==> config.mk <==
export PLATFORM = sky130hd
export DESIGN_NAME = sram_req_ctrl
export DESIGN_NICKNAME = d
export VERILOG_FILES = /design/src/rtl/sram_pkg.sv /design/src/rtl/sram_rd_port.sv /design/src/rtl/sram_req_ctrl.sv
export SDC_FILE = /design/constraint.sdc
export NUM_CORES = 1
export LEC_CHECK = 0
export BUFFER_PORTS_ARGS = -buffer_cell sky130_fd_sc_hd__buf_2
export CORE_MARGIN = 5
export CORE_UTILIZATION = 50
export DETAILED_ROUTE_END_ITERATION = 6
export PLACE_DENSITY = 0.81
export SYNTH_ARGS = -nofsm -noshare
export SYNTH_HDL_FRONTEND = slang
export SYNTH_HIERARCHICAL = 1
export SYNTH_SLANG_ARGS = --single-unit
export TNS_END_PERCENT = 20
==> constraint.sdc <==
create_clock -name clk_i -period 1.6 [get_ports clk_i]
set_input_delay 0.24 -clock clk_i [delete_from_list [all_inputs] [get_ports clk_i]]
set_output_delay 0.24 -clock clk_i [all_outputs]
set_load 0.02 [all_outputs]
==> src/rtl/sram_pkg.sv <==
// Shared types for the SRAM request controller: controller state encoding.
package sram_pkg;
  typedef enum logic {
    INIT = 1'b0,
    RUN  = 1'b1
  } state_e;
endpackage

==> src/rtl/sram_rd_port.sv <==
// One read port of the controller: single-entry response stage with a hold
// register and same-cycle write forwarding for a read that collides with a write.
module sram_rd_port #(
  parameter int DATA_WIDTH = 32,
  parameter int ADDR_WIDTH = 8
) (
  input  logic                  clk,
  input  logic                  rst_n,
  input  logic                  run,
  input  logic                  req_valid,
  input  logic [ADDR_WIDTH-1:0] req_addr,
  output logic                  req_ready,
  output logic                  rsp_valid,
  input  logic                  rsp_ready,
  output logic [DATA_WIDTH-1:0] rsp_data,
  output logic [ADDR_WIDTH-1:0] sram_addr,
  input  logic [DATA_WIDTH-1:0] sram_rdata,
  input  logic                  wr_en,
  input  logic [ADDR_WIDTH-1:0] wr_addr,
  input  logic [DATA_WIDTH-1:0] wr_data
);
  logic                  accept;
  logic                  fresh;
  logic                  fwd_hit;
  logic [DATA_WIDTH-1:0] fwd_data;
  logic [DATA_WIDTH-1:0] hold_data;
  logic [DATA_WIDTH-1:0] live_data;

  // Handshake: a request is taken when req_valid && req_ready; a response is
  // consumed when rsp_valid && rsp_ready. The stage frees up in the cycle it drains.
  assign req_ready = run && (!rsp_valid || rsp_ready);
  assign accept    = req_valid && req_ready;
  assign sram_addr = req_addr;

  // In the response cycle the SRAM output is live; afterwards only hold_data is trusted.
  assign live_data = fwd_hit ? fwd_data : sram_rdata;
  assign rsp_data  = !rst_n ? '0 : (fresh ? live_data : hold_data);

  always_ff @(posedge clk) begin
    if (!rst_n) begin
      rsp_valid <= 1'b0;
      fresh     <= 1'b0;
      fwd_hit   <= 1'b0;
      fwd_data  <= '0;
      hold_data <= '0;
    end else begin
      if (accept) begin
        rsp_valid <= 1'b1;
      end else if (rsp_ready) begin
        rsp_valid <= 1'b0;
      end
      fresh   <= accept;
      fwd_hit <= accept && wr_en && (wr_addr == req_addr);
      if (accept) begin
        fwd_data <= wr_data;
      end
      if (fresh) begin
        hold_data <= live_data;
      end
    end
  end
endmodule

==> src/rtl/sram_req_ctrl.sv <==
// Front end for a 2R1W SRAM: clears every word after reset, then serves one
// write port and two independent read ports with one-cycle read latency.
module sram_req_ctrl
  import sram_pkg::*;
#(
  parameter int DATA_WIDTH = 32,
  parameter int ADDR_WIDTH = 8
) (
  input  logic                  clk_i,
  input  logic                  rst_ni,
  input  logic                  wreq_valid_i,
  output logic                  wreq_ready_o,
  input  logic [ADDR_WIDTH-1:0] wreq_addr_i,
  input  logic [DATA_WIDTH-1:0] wreq_data_i,
  input  logic                  rreq_a_valid_i,
  output logic                  rreq_a_ready_o,
  input  logic [ADDR_WIDTH-1:0] rreq_a_addr_i,
  output logic                  rrsp_a_valid_o,
  input  logic                  rrsp_a_ready_i,
  output logic [DATA_WIDTH-1:0] rrsp_a_data_o,
  input  logic                  rreq_b_valid_i,
  output logic                  rreq_b_ready_o,
  input  logic [ADDR_WIDTH-1:0] rreq_b_addr_i,
  output logic                  rrsp_b_valid_o,
  input  logic                  rrsp_b_ready_i,
  output logic [DATA_WIDTH-1:0] rrsp_b_data_o,
  output logic                  sram_we_o,
  output logic [ADDR_WIDTH-1:0] sram_waddr_o,
  output logic [DATA_WIDTH-1:0] sram_wdata_o,
  output logic [ADDR_WIDTH-1:0] sram_addr_ra_o,
  input  logic [DATA_WIDTH-1:0] sram_rdata_ra_i,
  output logic [ADDR_WIDTH-1:0] sram_addr_rb_o,
  input  logic [DATA_WIDTH-1:0] sram_rdata_rb_i,
  output logic                  init_done_o,
  output state_e                dbg_state_o
);
  localparam int DEPTH = 2 ** ADDR_WIDTH;

  state_e                state;
  logic [ADDR_WIDTH-1:0] clr_cnt;
  logic                  run;
  logic                  wr_fire;

  assign run          = rst_ni && (state == RUN);
  assign wreq_ready_o = run;
  assign wr_fire      = wreq_valid_i && wreq_ready_o;
  assign dbg_state_o  = state;

  always_comb begin
    sram_we_o    = 1'b0;
    sram_waddr_o = wreq_addr_i;
    sram_wdata_o = wreq_data_i;
    if (rst_ni && (state == INIT)) begin
      sram_we_o    = 1'b1;
      sram_waddr_o = clr_cnt;
      sram_wdata_o = '0;
    end else if (wr_fire) begin
      sram_we_o = 1'b1;
    end
  end

  always_ff @(posedge clk_i) begin
    if (!rst_ni) begin
      state       <= INIT;
      clr_cnt     <= '0;
      init_done_o <= 1'b0;
    end else begin
      unique case (state)
        INIT: begin
          clr_cnt <= clr_cnt + 1'b1;
          if (clr_cnt == ADDR_WIDTH'(DEPTH - 1)) begin
            state       <= RUN;
            init_done_o <= 1'b1;
          end
        end
        RUN: begin
          state <= RUN;
        end
      endcase
    end
  end

  sram_rd_port #(.DATA_WIDTH(DATA_WIDTH), .ADDR_WIDTH(ADDR_WIDTH)) u_rd_a (
    .clk        (clk_i),
    .rst_n      (rst_ni),
    .run        (run),
    .req_valid  (rreq_a_valid_i),
    .req_addr   (rreq_a_addr_i),
    .req_ready  (rreq_a_ready_o),
    .rsp_valid  (rrsp_a_valid_o),
    .rsp_ready  (rrsp_a_ready_i),
    .rsp_data   (rrsp_a_data_o),
    .sram_addr  (sram_addr_ra_o),
    .sram_rdata (sram_rdata_ra_i),
    .wr_en      (wr_fire),
    .wr_addr    (wreq_addr_i),
    .wr_data    (wreq_data_i)
  );

  sram_rd_port #(.DATA_WIDTH(DATA_WIDTH), .ADDR_WIDTH(ADDR_WIDTH)) u_rd_b (
    .clk        (clk_i),
    .rst_n      (rst_ni),
    .run        (run),
    .req_valid  (rreq_b_valid_i),
    .req_addr   (rreq_b_addr_i),
    .req_ready  (rreq_b_ready_o),
    .rsp_valid  (rrsp_b_valid_o),
    .rsp_ready  (rrsp_b_ready_i),
    .rsp_data   (rrsp_b_data_o),
    .sram_addr  (sram_addr_rb_o),
    .sram_rdata (sram_rdata_rb_i),
    .wr_en      (wr_fire),
    .wr_addr    (wreq_addr_i),
    .wr_data    (wreq_data_i)
  );
endmodule

==> impl_metrics.json, run 1 <==
{
  "crit_type": "register to output pin",
  "async_flop_share_pct": 0,
  "place.gp.congestion": 0.8531,
  "r2r-start": "dbg_state_o",
  "switchingPower_mw": 1.746,
  "hold_violations": 0,
  "whs_ns": 0.1040,
  "peakVddDrop_mv": 0.6782,
  "rows": 43,
  "final_common_cell": "buf_2",
  "root_buffer": "clkbuf_16",
  "syn_area_per_cell_sq_um": 9.555,
  "start_kind": "register",
  "crit_fanout": 8,
  "cts_tree": "done",
  "drc": 0,
  "rr_endpoint": "u_rd_a/fwd_data[6]",
  "hold_path_end": "u_rd_b/fwd_data[4]",
  "cts_buffers": 17,
  "chipHeight_microns": 128.1,
  "grt_first_pass_wirelength_microns": 30810,
  "clk_pin_slew_ns": 0.05,
  "synthDistinctLibCells": 35,
  "syn_inst": 730,
  "grt_pass1_vias": 5954,
  "hpwl_microns": 14210,
  "cts_hold_buf": 0,
  "crit_arrival_ns": 1.75,
  "avgViaCountPerCell": 5.549,
  "rsz0062_at_grt": "true",
  "cap_viol_max_count": 0,
  "avgRoutedWirePerCell_microns": 18.55,
  "synth_edf_count": 0,
  "portBuffers": 254,
  "grt_max_degree": 66,
  "pre_cts_ws_ns": 0.09035,
  "endpoint_kind": "output pin",
  "gr-total-overflow": 0,
  "yosysSeqAreaShare_pct": 41.33,
  "drive_gt1_share_pct": 36.10,
  "ff2ff_path_depth": 5,
  "max-clock-path-buffers": 2,
  "synth_nets": 858,
  "ios": 255,
  "die_w_microns": 128.1,
  "min-delay-start": "wreq_data_i[4]",
  "max_freq_mhz": 502.1,
  "tns_ns": -15.12,
  "share_comb_of_total_power_pct": 9.5,
  "finalCriticalPeriod_ns": 1.992,
  "worstMarginPinSlew_ns": 0.4480,
  "hold_path_depth": 3,
  "fin_ws_ns": -0.3918,
  "p_leak_nw": 4.248,
  "final_core_util_pct": 67.69,
  "firstDrtPassIters": 5,
  "drt_iter0_drc": 524,
  "seq_power_share_pct": 46.5,
  "dpl_cell_area_sq_um": 8175,
  "ys_ff_latch": 144,
  "dieArea_sq_um": 16410,
  "fin_crit_sh_pct": 124.5,
  "ant_nets": 0,
  "wirelength_microns": 21240,
  "setup_viol": 106,
  "start_util_pct": 50.64,
  "final-max-slew-violation-count": 0,
  "p_int_mw": 6.008,
  "nets": 1083,
  "cts.sinks": 144,
  "min_path_type": "input pin to register",
  "htreeDepth": 4,
  "outcome": "finished with violations",
  "pwr-share-clk_pct": 44.1,
  "grt.total_usage_pct": 23.92,
  "crit_required_ns": 1.36,
  "area_growth_pct": 33.65,
  "clock_latency_ns": 0.41,
  "core_region_area_sq_um": 13770,
  "fin_area_sq_um": 9323,
  "relSlewSlack_pct": 69.89,
  "p_sw_share_pct": 22.51,
  "grt_antenna_before_repair": 1,
  "final_cell_mix": "buf_2 (199), dfxtp_1 (139), nand2_1 (71)",
  "ys.flop_type": "dfxtp_1",
  "syn_area_sq_um": 6975,
  "violations": "setup timing",
  "p_per_area_nw_per_um2": 831.7,
  "vias": 6354,
  "finalClockSkew_ns": 0.008529,
  "ys_warn_count": 6,
  "rrSetupSlack_ns": 0.13
}
-- cells in the mapped netlist (2+ instances only) --
master | n | share of area (%)
a21boi_1 | 63 | 6.8
buf_1 | 6 | 0.32
nand4_1 | 3 | 0.27
buf_6 | 15 | 2.4
nand3_4 | 2 | 0.50
o21ai_1 | 6 | 0.43
o211a_1 | 64 | 9.2
buf_2 | 9 | 0.65
or3_1 | 3 | 0.27
nand2_1 | 71 | 3.8
and2b_1 | 2 | 0.22
xnor2_1 | 20 | 2.5
and2_1 | 40 | 3.6
dfxtp_1 | 144 | 41
a21boi_0 | 7 | 0.75
clkbuf_4 | 2 | 0.22
inv_1 | 3 | 0.16
nand3_1 | 67 | 4.8
mux2_2 | 8 | 1.3
clkbuf_1 | 20 | 1.1
mux2i_1 | 65 | 9.3
o21ai_0 | 61 | 4.4
nor4_2 | 2 | 0.36
buf_4 | 34 | 3.7
nand2b_1 | 3 | 0.27
-- metrics by stage --
stage,power (mW),instances
floorplan,4.040,730
global placement,4.348,1100
detailed placement,4.349,1100
CTS,7.769,1134
global route,8.028,1145
finish,7.754,1145
-- per-layer routing --
metal  vias to the layer above  global-route usage [%]  share of wire (%)
met5                         -                       0                  0
met3                        33                   6.542                7.0
li1                       3018                       -                  -
met4                         0                   8.240                1.9
met2                       268                   38.14                 49
met1                      3035                   31.25                 42
-- power groups by stage --
stage               clock, mW  combinational [mW]  sequential, mW
detailed placement          0               0.666            3.68
CTS                      3.47               0.691            3.60
global placement            0               0.664            3.68
global route             3.64               0.786            3.60
floorplan                   0               0.361            3.68
finish                   3.42               0.733            3.60
-- registers in the layout, summed over array words and instances, names as in the netlist --
register / flops
init_done_o: 1
u_rd_b/fresh: 1
u_rd_b/fwd_data: 32
u_rd_a/fwd_hit: 1
u_rd_b/rsp_valid: 1
u_rd_a/fwd_data: 32
u_rd_b/hold_data: 32
clr_cnt: 8
u_rd_a/fresh: 1
u_rd_b/fwd_hit: 1
dbg_state_o: 1
u_rd_a/rsp_valid: 1
u_rd_a/hold_data: 32
-- area by class of cell --
type / instances / area, sq um
tap: 180 / 225.2
multi-input combinational: 498 / 3570
sequential: 144 / 2894
clock inverter: 1 / 5.005
fill: 1108 / 4451
antenna: 1 / 2.502
clock buffer: 27 / 493.0
inverter: 3 / 11.26
timing repair buffer: 291 / 2122
-- worst max-delay path by stage --
stage	start	to	depth (start not counted)	slack, ns
final	u_rd_a/fwd_hit	rrsp_a_data_o[21]	5	-0.39
after global routing	u_rd_a/fwd_hit	rrsp_a_data_o[21]	5	-0.46
after CTS	u_rd_a/fwd_hit	rrsp_a_data_o[9]	5	-0.27
after detailed placement	rst_ni	u_rd_a/fwd_data[31]	6	0.09
after global placement	rst_ni	u_rd_a/fwd_hit	5	0.11
after floorplan	dbg_state_o	sram_waddr_o[0]	4	0.04
-- critical path, cell delays in order, from the launching register on --
cell	delay, ns
dfxtp_4	0.43
clkbuf_16	0.20
mux2i_1	0.28
nand2_1	0.13
o211a_1	0.16
buf_6	0.14
-- repair_timing --
item | CTS | global route
buffers inserted | 1 | 7
endpoints found under the setup margin | 106 | 106
pin swaps | 1 | 7
resized for setup | 40 | 95
cloned | 5 | 3
-- kinds of logic (layout without fill, tap and decap cells) --
group                    after synthesis  count (layout)  synth area share, %
other                                  0               1                    0
XOR/XNOR                              20              20                2.511
AO/OA/AOI/OAI                        203             203                21.74
AND/OR/NAND/NOR                      200             201                15.12
flip-flops                           144             144                41.33
multiplexers                          73              73                10.62
adder cells (fa/ha/maj)                1               1               0.1793
buffers and inverters                 89             322                8.502
No activity file was read; power rests on OpenSTA's default activity.
==> run 2, diff against run 1 <==
Settings changed: CORE_ASPECT_RATIO set to 1.1.
==> run 2 against run 1 <==
  * The run still ends with setup timing left
  * Global-route usage rose by 2.5 points
  * Count of clock-buffer cells in the layout decreased by 2
  * Critical path depth increased by 1
  * Clock skew fell by 0.00090 ns
  * Sequential cell count unchanged
  * Critical path type unchanged
  * Critical endpoint is now rrsp_a_data_o[13]
==> impl_metrics.json, run 2 (synthesis gave the netlist of run 1 again) <==
{
  "cp_num_cells": 6,
  "drc": 0,
  "htreeDepth": 4,
  "rsz0062_at_grt": "true",
  "p_sw_share_pct": 22.57,
  "max_freq_mhz": 525.5,
  "max-clock-path-buffers": 2,
  "grt_pass1_vias": 6315,
  "nets": 1086,
  "finalClockSkew_ns": 0.007624,
  "cap_viol_max_count": 0,
  "tns_ns": -15.70,
  "grt_max_degree": 80,
  "final_common_cell": "buf_2",
  "pre_cts_ws_ns": 0.1414,
  "worstMarginPinSlew_ns": 0.3143,
  "cp_common_cell": "buf_12",
  "crit_required_ns": 1.36,
  "cts_buffers": 17,
  "drt_iter0_drc": 651,
  "grt_first_pass_wirelength_microns": 33130,
  "crit_path_top_delay_cell": "dfxtp_4",
  "ff2ff_path_depth": 5,
  "fin_area_sq_um": 9512,
  "outcome": "finished with violations",
  "p_per_area_nw_per_um2": 867.6,
  "finalNonFillerCells": 1157,
  "final-max-slew-violation-count": 0,
  "seq_power_share_pct": 43.6,
  "drive_gt1_share_pct": 36.95,
  "diodes": 0,
  "wirelength_microns": 22400,
  "ant_nets": 0,
  "firstDrtPassIters": 6,
  "hold_violations": 0,
  "cts.sinks": 144,
  "setup_viol": 105,
  "clk_pin_slew_ns": 0.06,
  "p_int_mw": 6.389,
  "root_buffer": "clkbuf_16",
  "avgViaCountPerCell": 5.598,
  "violations": "setup timing",
  "area_growth_pct": 36.36,
  "pwr-share-clk_pct": 47.1,
  "gr-total-overflow": 0,
  "whs_ns": 0.1098,
  "dpl_cell_area_sq_um": 8288,
  "vias": 6477,
  "clock_latency_ns": 0.42,
  "relSlewSlack_pct": 79.05,
  "final_cell_mix": "buf_2 (203), dfxtp_1 (139), nand2_1 (70)",
  "share_comb_of_total_power_pct": 9.3,
  "die_w_microns": 122.6,
  "rows": 45,
  "endpoint_kind": "output pin",
  "cts_hold_buf": 0,
  "min_path_type": "input pin to register",
  "fin_ws_ns": -0.3030,
  "dieArea_sq_um": 16420,
  "start_util_pct": 50.77,
  "finalCriticalPeriod_ns": 1.903,
  "hold_path_depth": 3,
  "p_leak_nw": 4.329,
  "ios": 255,
  "avgRoutedWirePerCell_microns": 19.36,
  "power.total_mw": 8.252,
  "cts_tree": "done",
  "crit_arrival_ns": 1.66,
  "hpwl_microns": 14980,
  "dp_cells": 1110,
  "switchingPower_mw": 1.863,
  "cp_top_family": "flip-flops",
  "place.gp.congestion": 0.8693,
  "crit_chain": "buf_12 > buf_12 > mux2i_4 > nand2_1 > o211a_1 > buf_6",
  "worst-path-buf-inv": 3,
  "fin_crit_sh_pct": 118.9,
  "rrSetupSlack_ns": 0.18,
  "cpPeakStageDelay_ns": 0.41,
  "crit_type": "register to output pin",
  "core_region_area_sq_um": 13740,
  "chipHeight_microns": 133.9,
  "grt.total_usage_pct": 26.40,
  "portBuffers": 254,
  "grt_antenna_before_repair": 0,
  "crit_fanout": 6,
  "start_kind": "register",
  "peakVddDrop_mv": 0.6594,
  "final_core_util_pct": 69.24
}
## run 2: cell count changes in the layout (fill, tap and decap cells not counted), sizes merged
cell,delta
bufinv,+2
diode,-1
buf,+6
clkinv,+2
clkbuf,-5
## run 2: final timing paths
path,startpoint,to
hold / removal,wreq_data_i[13],u_rd_b/fwd_data[13]
hold reg to reg,u_rd_a/hold_data[24],u_rd_a/hold_data[24]
setup / recovery,u_rd_a/fwd_hit,rrsp_a_data_o[13]
setup reg to reg,dbg_state_o,u_rd_b/fwd_data[18]
## run 2: layout make-up
type	instances	area, sq um
sequential	144	2894
timing repair buffer	294	2196
fill	1062	4227
inverter	3	11.26
tap	188	235.2
multi-input combinational	498	3601
clock inverter	5	78.83
clock buffer	25	495.5
## run 2: worst min-delay path: cells and delay by family
kind,cells,cell delay (ns)
buffers and inverters,1,0.12
AOI/OAI and AO/OA,1,0.05
and+or+nand+nor,1,0.06
## run 2: power groups by stage
stage               combinational, mW  sequential, mW  clock (mW)
detailed placement              0.693            3.68           0
CTS                             0.727            3.60        3.93
finish                          0.767            3.60        3.88
global placement                0.689            3.68           0
floorplan                       0.361            3.68           0
global route                    0.817            3.60        4.07
## run 2: what timing repair did
| action | in CTS | in global routing |
|---|---|---|
| endpoints found under the setup margin | 106 | 106 |
| resized for setup | 66 | 73 |
| gates cloned | 5 | 0 |
| setup buffers | 6 | 7 |
| pin swaps | 13 | 13 |
## run 2: per-layer routing
metal  vias to the layer above  share of wire (%)  GRT usage, %
li1                       3032                  -             -
met1                      3059                 38         30.26
met2                       330                 51         46.41
met3                        56                8.0         6.664
met4                         0                3.4         10.95
met5                         -                  0             0
